===== src/rtl/microcode_sequencer_pkg.sv =====
// Shared microcode types, sequencer states and the per-opcode microprogram ROM.
// Imported by the sequencer, its wait selector and the decoder interface.
package microcode_sequencer_pkg;

    localparam int OPCODE_W  = 8;
    localparam int MAX_STEPS = 16;
    localparam int STEP_W    = $clog2(MAX_STEPS);

    typedef enum logic [4:0] {
        ENDMICRO,
        PC_to_MAR,
        RAM_to_IR,
        INC_PC,
        RAM_to_MAR,
        RAM_to_A,
        A_to_RAM,
        ALU_ADD,
        WAIT_CYCLE,
        START_MT,
        WAIT_MT,
        START_UT,
        WAIT_UT,
        START_FT,
        WAIT_FT,
        START_DD,
        WAIT_DD,
        START_GPU,
        WAIT_GPU,
        HLT_CLK
    } Microcode_enum;

    typedef enum logic [1:0] {FETCH, EXEC, HALTED} seq_state_t;
    typedef enum logic [1:0] {F0, F1, F2} fetch_phase_t;

    localparam logic [7:0] OP_LAST = 8'h0A;

    function automatic logic opcode_valid(input logic [7:0] opcode);
        return opcode <= OP_LAST;
    endfunction

    function automatic logic is_wait(input Microcode_enum c);
        return c inside {WAIT_CYCLE, WAIT_MT, WAIT_UT, WAIT_FT, WAIT_DD, WAIT_GPU};
    endfunction

    function automatic Microcode_enum seq2(input logic [7:0] stp,
                                           input Microcode_enum a,
                                           input Microcode_enum b);
        if (stp == 8'd0) return a;
        if (stp == 8'd1) return b;
        return ENDMICRO;
    endfunction

    // Undefined opcodes fall to ENDMICRO at step 0, a one-cycle no-op.
    function automatic Microcode_enum micro_rom(input logic [7:0] opcode,
                                                input logic [7:0] stp);
        Microcode_enum c;
        c = ENDMICRO;
        case (opcode)
            8'h01:   c = seq2(stp, RAM_to_MAR, RAM_to_A);
            8'h02:   c = seq2(stp, START_MT, WAIT_MT);
            8'h03:   c = seq2(stp, START_UT, WAIT_UT);
            8'h04:   c = seq2(stp, START_FT, WAIT_FT);
            8'h05:   c = seq2(stp, START_DD, WAIT_DD);
            8'h06:   c = seq2(stp, START_GPU, WAIT_GPU);
            8'h07:   c = seq2(stp, ALU_ADD, HLT_CLK);
            8'h08:   c = seq2(stp, WAIT_CYCLE, A_to_RAM);
            8'h09:   c = ALU_ADD;
            8'h0A:   c = seq2(stp, RAM_to_MAR, A_to_RAM);
            default: c = ENDMICRO;
        endcase
        return c;
    endfunction

endpackage


===== src/rtl/microcode_sequencer_if.sv =====
// Sequencer-to-decoder bundle: microcode stream plus debug/status strobes.
// The sequencer drives it as master; the decoder listens as slave.
interface microcode_sequencer_if
    import microcode_sequencer_pkg::*;
#(
    parameter int STEP_W = microcode_sequencer_pkg::STEP_W
);
    Microcode_enum     current_microcode;
    seq_state_t        seq_state;
    logic [STEP_W-1:0] step;
    logic              instr_start;
    logic              illegal_op;

    modport master (
        output current_microcode, seq_state, step, instr_start, illegal_op
    );
    modport slave (
        input current_microcode, seq_state, step, instr_start, illegal_op
    );
endinterface


===== src/rtl/microcode_sequencer_wait_select.sv =====
// Maps a WAIT_* microcode and the peripheral busy vector to a stall.
// busy bit order: {gpu, dd, ftu, us, ms}.
module microcode_wait_select
    import microcode_sequencer_pkg::*;
(
    input  Microcode_enum code,
    input  logic [4:0]    busy,
    output logic          stall
);
    always_comb begin
        stall = 1'b0;
        if (is_wait(code)) begin
            unique case (code)
                WAIT_MT:  stall = busy[0];
                WAIT_UT:  stall = busy[1];
                WAIT_FT:  stall = busy[2];
                WAIT_DD:  stall = busy[3];
                WAIT_GPU: stall = busy[4];
                default:  stall = 1'b0;
            endcase
        end
    end
endmodule


===== src/rtl/microcode_sequencer.sv =====
// Fetch/execute microcode sequencer feeding the microcode decoder.
// Runs F0-F2 fetch, then the ROM microprogram with WAIT stalls and HALT parking.
module microcode_sequencer
    import microcode_sequencer_pkg::*;
#(
    parameter int OPCODE_W  = microcode_sequencer_pkg::OPCODE_W,
    parameter int MAX_STEPS = microcode_sequencer_pkg::MAX_STEPS,
    parameter int STEP_W    = $clog2(MAX_STEPS)
) (
    input  logic                clk,
    input  logic                rst_n,
    input  logic                step_en,
    input  logic                resume,
    input  logic [OPCODE_W-1:0] ir_opcode,
    input  logic                ms_busy,
    input  logic                us_busy,
    input  logic                ftu_busy,
    input  logic                dd_busy,
    input  logic                gpu_busy,
    microcode_sequencer_if.master dec
);
    localparam logic [STEP_W-1:0] LAST_STEP = STEP_W'(MAX_STEPS - 1);

    seq_state_t          state_q, state_d;
    fetch_phase_t        phase_q, phase_d;
    logic [STEP_W-1:0]   step_q, step_d;
    logic [OPCODE_W-1:0] opcode_q, opcode_d;
    logic                first_q, first_d;
    logic                ill_q, ill_d;
    Microcode_enum       rom_code, code;
    logic                stall;

    assign rom_code = micro_rom(8'(opcode_q), 8'(step_q));

    microcode_wait_select u_wait (
        .code  (rom_code),
        .busy  ({gpu_busy, dd_busy, ftu_busy, us_busy, ms_busy}),
        .stall (stall)
    );

    always_ff @(posedge clk or negedge rst_n) begin
        if (!rst_n) begin
            state_q  <= FETCH;
            phase_q  <= F0;
            step_q   <= '0;
            opcode_q <= '0;
            first_q  <= 1'b0;
            ill_q    <= 1'b0;
        end else begin
            state_q  <= state_d;
            phase_q  <= phase_d;
            step_q   <= step_d;
            opcode_q <= opcode_d;
            first_q  <= first_d;
            ill_q    <= ill_d;
        end
    end

    always_comb begin
        code = PC_to_MAR;
        unique case (state_q)
            FETCH: begin
                unique case (phase_q)
                    F1:      code = RAM_to_IR;
                    F2:      code = INC_PC;
                    default: code = PC_to_MAR;
                endcase
            end
            EXEC:    code = rom_code;
            HALTED:  code = HLT_CLK;
            default: code = PC_to_MAR;
        endcase
    end

    always_comb begin
        state_d  = state_q;
        phase_d  = phase_q;
        step_d   = step_q;
        opcode_d = opcode_q;
        first_d  = first_q;
        ill_d    = ill_q;
        // Everything, including pending pulses, freezes while step_en is low.
        if (step_en) begin
            first_d = 1'b0;
            ill_d   = 1'b0;
            unique case (state_q)
                FETCH: begin
                    unique case (phase_q)
                        F0: phase_d = F1;
                        F1: phase_d = F2;
                        F2: begin
                            state_d  = EXEC;
                            phase_d  = F0;
                            step_d   = '0;
                            opcode_d = ir_opcode;
                            first_d  = 1'b1;
                            ill_d    = !opcode_valid(8'(ir_opcode));
                        end
                        default: phase_d = F0;
                    endcase
                end
                EXEC: begin
                    if (rom_code == ENDMICRO) begin
                        state_d = FETCH;
                        step_d  = '0;
                    end else if (rom_code == HLT_CLK) begin
                        state_d = HALTED;
                        step_d  = '0;
                    end else if (stall) begin
                        step_d = step_q;
                    end else if (step_q == LAST_STEP) begin
                        state_d = FETCH;
                        step_d  = '0;
                        ill_d   = 1'b1;
                    end else begin
                        step_d = step_q + 1'b1;
                    end
                end
                HALTED: begin
                    if (resume) begin
                        state_d = FETCH;
                        phase_d = F0;
                    end
                end
                default: begin
                    state_d = FETCH;
                    phase_d = F0;
                    step_d  = '0;
                end
            endcase
        end
    end

    assign dec.current_microcode = code;
    assign dec.seq_state         = state_q;
    assign dec.step              = step_q;
    assign dec.instr_start       = step_en & first_q & (state_q == EXEC);
    assign dec.illegal_op        = step_en & ill_q;

endmodule


===== src/flat_wrapper.sv =====
// flat-port wrapper written by rule: the top's interface ports become plain ports
module microcode_sequencer_flat import microcode_sequencer_pkg::*;
#(
    parameter int OPCODE_W  = microcode_sequencer_pkg::OPCODE_W,
    parameter int MAX_STEPS = microcode_sequencer_pkg::MAX_STEPS,
    parameter int STEP_W    = $clog2(MAX_STEPS)
)
  (clk, rst_n, step_en, resume, ir_opcode, ms_busy, us_busy, ftu_busy, dd_busy, gpu_busy, dec_current_microcode, dec_seq_state, dec_step, dec_instr_start, dec_illegal_op);
  microcode_sequencer_if #(.STEP_W(STEP_W)) dec_i ();
  input  logic clk;
  input  logic rst_n;
  input  logic step_en;
  input  logic resume;
  input  logic [OPCODE_W-1:0] ir_opcode;
  input  logic ms_busy;
  input  logic us_busy;
  input  logic ftu_busy;
  input  logic dd_busy;
  input  logic gpu_busy;
  output wire logic [$bits(dec_i.current_microcode)-1:0] dec_current_microcode;
  output wire logic [$bits(dec_i.seq_state)-1:0] dec_seq_state;
  output wire logic [$bits(dec_i.step)-1:0] dec_step;
  output wire logic [$bits(dec_i.instr_start)-1:0] dec_instr_start;
  output wire logic [$bits(dec_i.illegal_op)-1:0] dec_illegal_op;
  assign dec_current_microcode = dec_i.current_microcode;
  assign dec_seq_state = dec_i.seq_state;
  assign dec_step = dec_i.step;
  assign dec_instr_start = dec_i.instr_start;
  assign dec_illegal_op = dec_i.illegal_op;
  microcode_sequencer #(.OPCODE_W(OPCODE_W), .MAX_STEPS(MAX_STEPS), .STEP_W(STEP_W)) u_core (.clk(clk), .rst_n(rst_n), .step_en(step_en), .resume(resume), .ir_opcode(ir_opcode), .ms_busy(ms_busy), .us_busy(us_busy), .ftu_busy(ftu_busy), .dd_busy(dd_busy), .gpu_busy(gpu_busy), .dec(dec_i));
endmodule

===== config.mk =====
export PLATFORM = sky130hd
export DESIGN_NAME = microcode_sequencer_flat
export DESIGN_NICKNAME = d
export VERILOG_FILES = /design/src/rtl/microcode_sequencer_pkg.sv /design/src/rtl/microcode_sequencer_if.sv /design/src/rtl/microcode_sequencer_wait_select.sv /design/src/rtl/microcode_sequencer.sv /design/src/flat_wrapper.sv
export SDC_FILE = /design/constraint.sdc
export NUM_CORES = 1
export LEC_CHECK = 0
export ABC_AREA = 1
export BUFFER_PORTS_ARGS = -buffer_cell sky130_fd_sc_hd__buf_2
export CAP_MARGIN = 0
export CORE_ASPECT_RATIO = 1.5
export CORE_UTILIZATION = 58
export DETAILED_ROUTE_END_ITERATION = 8
export PLACE_DENSITY = 0.81
export SLEW_MARGIN = 10
export SYNTH_ARGS = -nofsm -noshare
export SYNTH_HDL_FRONTEND = slang
export SYNTH_SLANG_ARGS = --single-unit

===== constraint.sdc =====
create_clock -name clk -period 3 [get_ports clk]
set_input_delay 0 -clock clk [delete_from_list [all_inputs] [get_ports clk]]
set_output_delay 0 -clock clk [all_outputs]
set_load 0.05 [all_outputs]

==> results.py <==
metrics = {
    "outcome": {
        "outcome": "finished, final reports clean",
    },
    "clock_tree": {
        "root_buffer": "clkbuf_4",
        "h-tree-depth": 1,
        "cts_tree": "yes",
        "path_clk_slew_ns": 0.10,
        "cts_repair_resize_count": 0,
        "ctsLongestPathBuffers": 2,
        "post_cts_buffers": 0,
        "clock-sinks": 18,
        "cts_hold_buf": 10,
        "clkLatencyLatePin_ns": 0.30,
        "cts_buffers": 3,
    },
    "worst_hold_path": {
        "hold_path_class": "input port to register",
    },
    "route": {
        "drc_errors": 0,
        "vias_per_cell": 5.472,
        "final_antenna_net_count": 0,
        "dr.pass1.iters": 4,
        "num_vias": 1472,
        "wl_per_cell_um": 12.62,
        "initialDrtViolationCount": 59,
        "drt-total-wl_um": 3394,
    },
    "global_routing": {
        "overflow": 0,
        "antenna_found_initial": 0,
        "grt_pass1_wl_um": 5740,
        "grt_max_degree": 19,
        "grtUsageTotal_pct": 27.33,
        "grt_pass1_vias": 1397,
    },
    "sta": {
        "hold_violations": 0,
        "drv_slew": 0,
        "finalSetupViolCount": 0,
        "finalClockSkew_ns": 0.0006160,
        "finalSetupTns_ns": 0,
        "max_freq_mhz": 452.6,
        "relSlewSlack_pct": 71.07,
        "tightestPinTransition_ns": 0.4340,
        "rsz0062_at_grt": "false",
        "post-route-period-util_pct": 73.66,
        "fin_ws_ns": 0.7903,
        "timing.final.crit_period_ns": 2.210,
    },
    "floorplan": {
        "pin_count": 30,
        "dieArea_mm2": 0.002681,
        "core-area_mm2": 0.002286,
        "rows": 21,
        "die_x_um": 42.62,
        "start_util_pct": 62.78,
        "dieHeight_um": 62.92,
    },
    "yosys": {
        "syn_nets": 229,
        "synth_area_mm2": 0.001435,
        "synthCells": 205,
        "ys.warnings.count": 0,
        "synthDistinctLibCells": 27,
        "ys_ff_latch": 18,
        "avgSynthCellArea_um2": 7.001,
        "ys_seq_area_share_pct": 31.39,
    },
    "setup_path": {
        "path_max_fanout": 10,
        "max_stage_delay_ns": 0.46,
        "worstPathRequired_ns": 3.00,
        "critical_path_class": "register to output pin",
        "crit_path_start_kind": "register",
        "cp.arrival_ns": 2.21,
        "path_cells": "inv_1, ha_1, nor2_4, nand2_1, nand3_2, nor2_1, and2_1, o21ai_0, buf_2",
        "cp-end-kind": "output pin",
        "cp_slowest_cell": "dfrtp_1",
    },
    "placed_design": {
        "io_buffers": 29,
        "finalWeightedCongestion": 0.9554,
        "placed_cells": 255,
        "hpwl_um": 2558,
        "preCtsSetupSlack_ns": 0.8939,
    },
    "power_and_ir_drop": {
        "powerDensity_mw_per_mm2": 778.3,
        "p_leak_nw": 0.9146,
        "irDropWorstVdd_mv": 0.5601,
        "power.total_mw": 1.347,
    },
    "job": {
        "maxCapViolCount": 0,
    },
    "cells_and_area": {
        "final_cell_mix": "nand2_1, buf_2, inv_1",
        "nets": 271,
        "fin_cells": 269,
        "final_util_pct": 75.70,
        "drive_above_1_share_pct": 23.17,
        "num_antenna_cells": 0,
        "final_common_cell": "nand2_1",
        "area_growth_pct": 20.58,
    },
}
## per-layer routing
| metal | wire length (um) | share of wire, % | global-route usage (%) | vias up |
|---|---|---|---|---|
| met5 | 0 | 0 | 0 | - |
| met2 | 1824 | 54 | 50.38 | 50 |
| met4 | 59 | 1.7 | 9.766 | 0 |
| met3 | 143 | 4.2 | 2.890 | 7 |
| met1 | 1367 | 40 | 31.41 | 668 |
| li1 | - | - | - | 747 |
## per-stage QoR
stage               hold WS (ns)  area (um^2)
CTS                       0.1373         1730
global placement        -0.05478         1594
detailed placement      -0.03737         1594
finish                    0.1429         1730
floorplan                -0.2956         1435
global route              0.1640         1730
## power by group
part / internal, mW / total [mW] / switching [mW]
combinational: 0.232 / 0.786 / 0.555
clock: 0.0742 / 0.152 / 0.0782
sequential: 0.327 / 0.408 / 0.0807
total: 0.633 / 1.35 / 0.714
## flip-flops by register name (all words and copies together), names as in the netlist
register and count:
u_core.dec.seq_state 2, u_core.dec.step 4, u_core.phase_q 2, u_core.first_q 1, u_core.ill_q 1, u_core.opcode_q 8
## path summary, 6_finish.rpt
check,slack [ns],from,cells past startpoint,end
max,0.79,u_core.dec.step[0],9,dec_current_microcode[1]
min,0.14,resume,4,u_core.phase_q[0]
max reg2reg,0.86,u_core.dec.step[0],13,u_core.dec.seq_state[0]
min reg2reg,0.52,u_core.ill_q,2,u_core.ill_q
max in group asynchronous,2.54,rst_n,2,u_core.phase_q[1]
min in group asynchronous,0.16,rst_n,2,u_core.dec.step[1]
## area by class of cell
cell class,count,area (um^2)
Clock buffer,4,36.28
Fill cell,190,555.5
Inverter,26,97.59
Multi-Input combinational cell,159,872.1
Sequential cell,18,450.4
Tap cell,23,28.78
Timing Repair Buffer,39,245.2
## Yosys cell counts
cell | instances | area (um^2)
and2_1 | 1 | 6.260
ha_1 | 7 | 87.58
nand2_2 | 4 | 25.02
nor2_1 | 21 | 78.83
a21oi_1 | 7 | 35.03
mux2_2 | 4 | 45.04
xor2_1 | 2 | 17.52
nor2_4 | 2 | 22.52
nand3_4 | 1 | 17.52
nand3_1 | 17 | 85.08
a21oi_2 | 1 | 8.760
nor2_2 | 8 | 50.05
or4_1 | 1 | 7.510
nand3_2 | 3 | 30.03
buf_6 | 1 | 11.26
nand2_1 | 51 | 191.4
nor4_1 | 1 | 6.260
o21ai_1 | 4 | 20.02
nand3b_1 | 1 | 7.510
nand4_1 | 6 | 37.54
a31oi_1 | 1 | 6.260
nor3_1 | 4 | 20.02
nand2_4 | 1 | 11.26
inv_1 | 26 | 97.59
dfrtp_1 | 18 | 450.4
clkbuf_1 | 1 | 3.750
o21ai_0 | 11 | 55.05
## kinds of logic (layout without fill, tap and decap cells)
logic type	count (synthesis)	count (layout)	synth area share, %
AOI/OAI and AO/OA	24	24	8.718
xor gates and xnor gates	2	2	1.221
adders and majority gates	7	7	6.103
buffers and inverters	28	69	7.846
DFF	18	18	31.39
muxes	4	4	3.138
and+or+nand+nor	122	122	41.59
## worst max-delay path, delay by kind of cell, from the launching register on
kind	cells	cell delay (ns)
DFF	1	0.46
and+or+nand+nor	5	0.66
AOI/OAI and AO/OA	1	0.15
adders and majority gates	1	0.26
buffers and inverters	2	0.38
No activity file was read; power rests on OpenSTA's default activity.
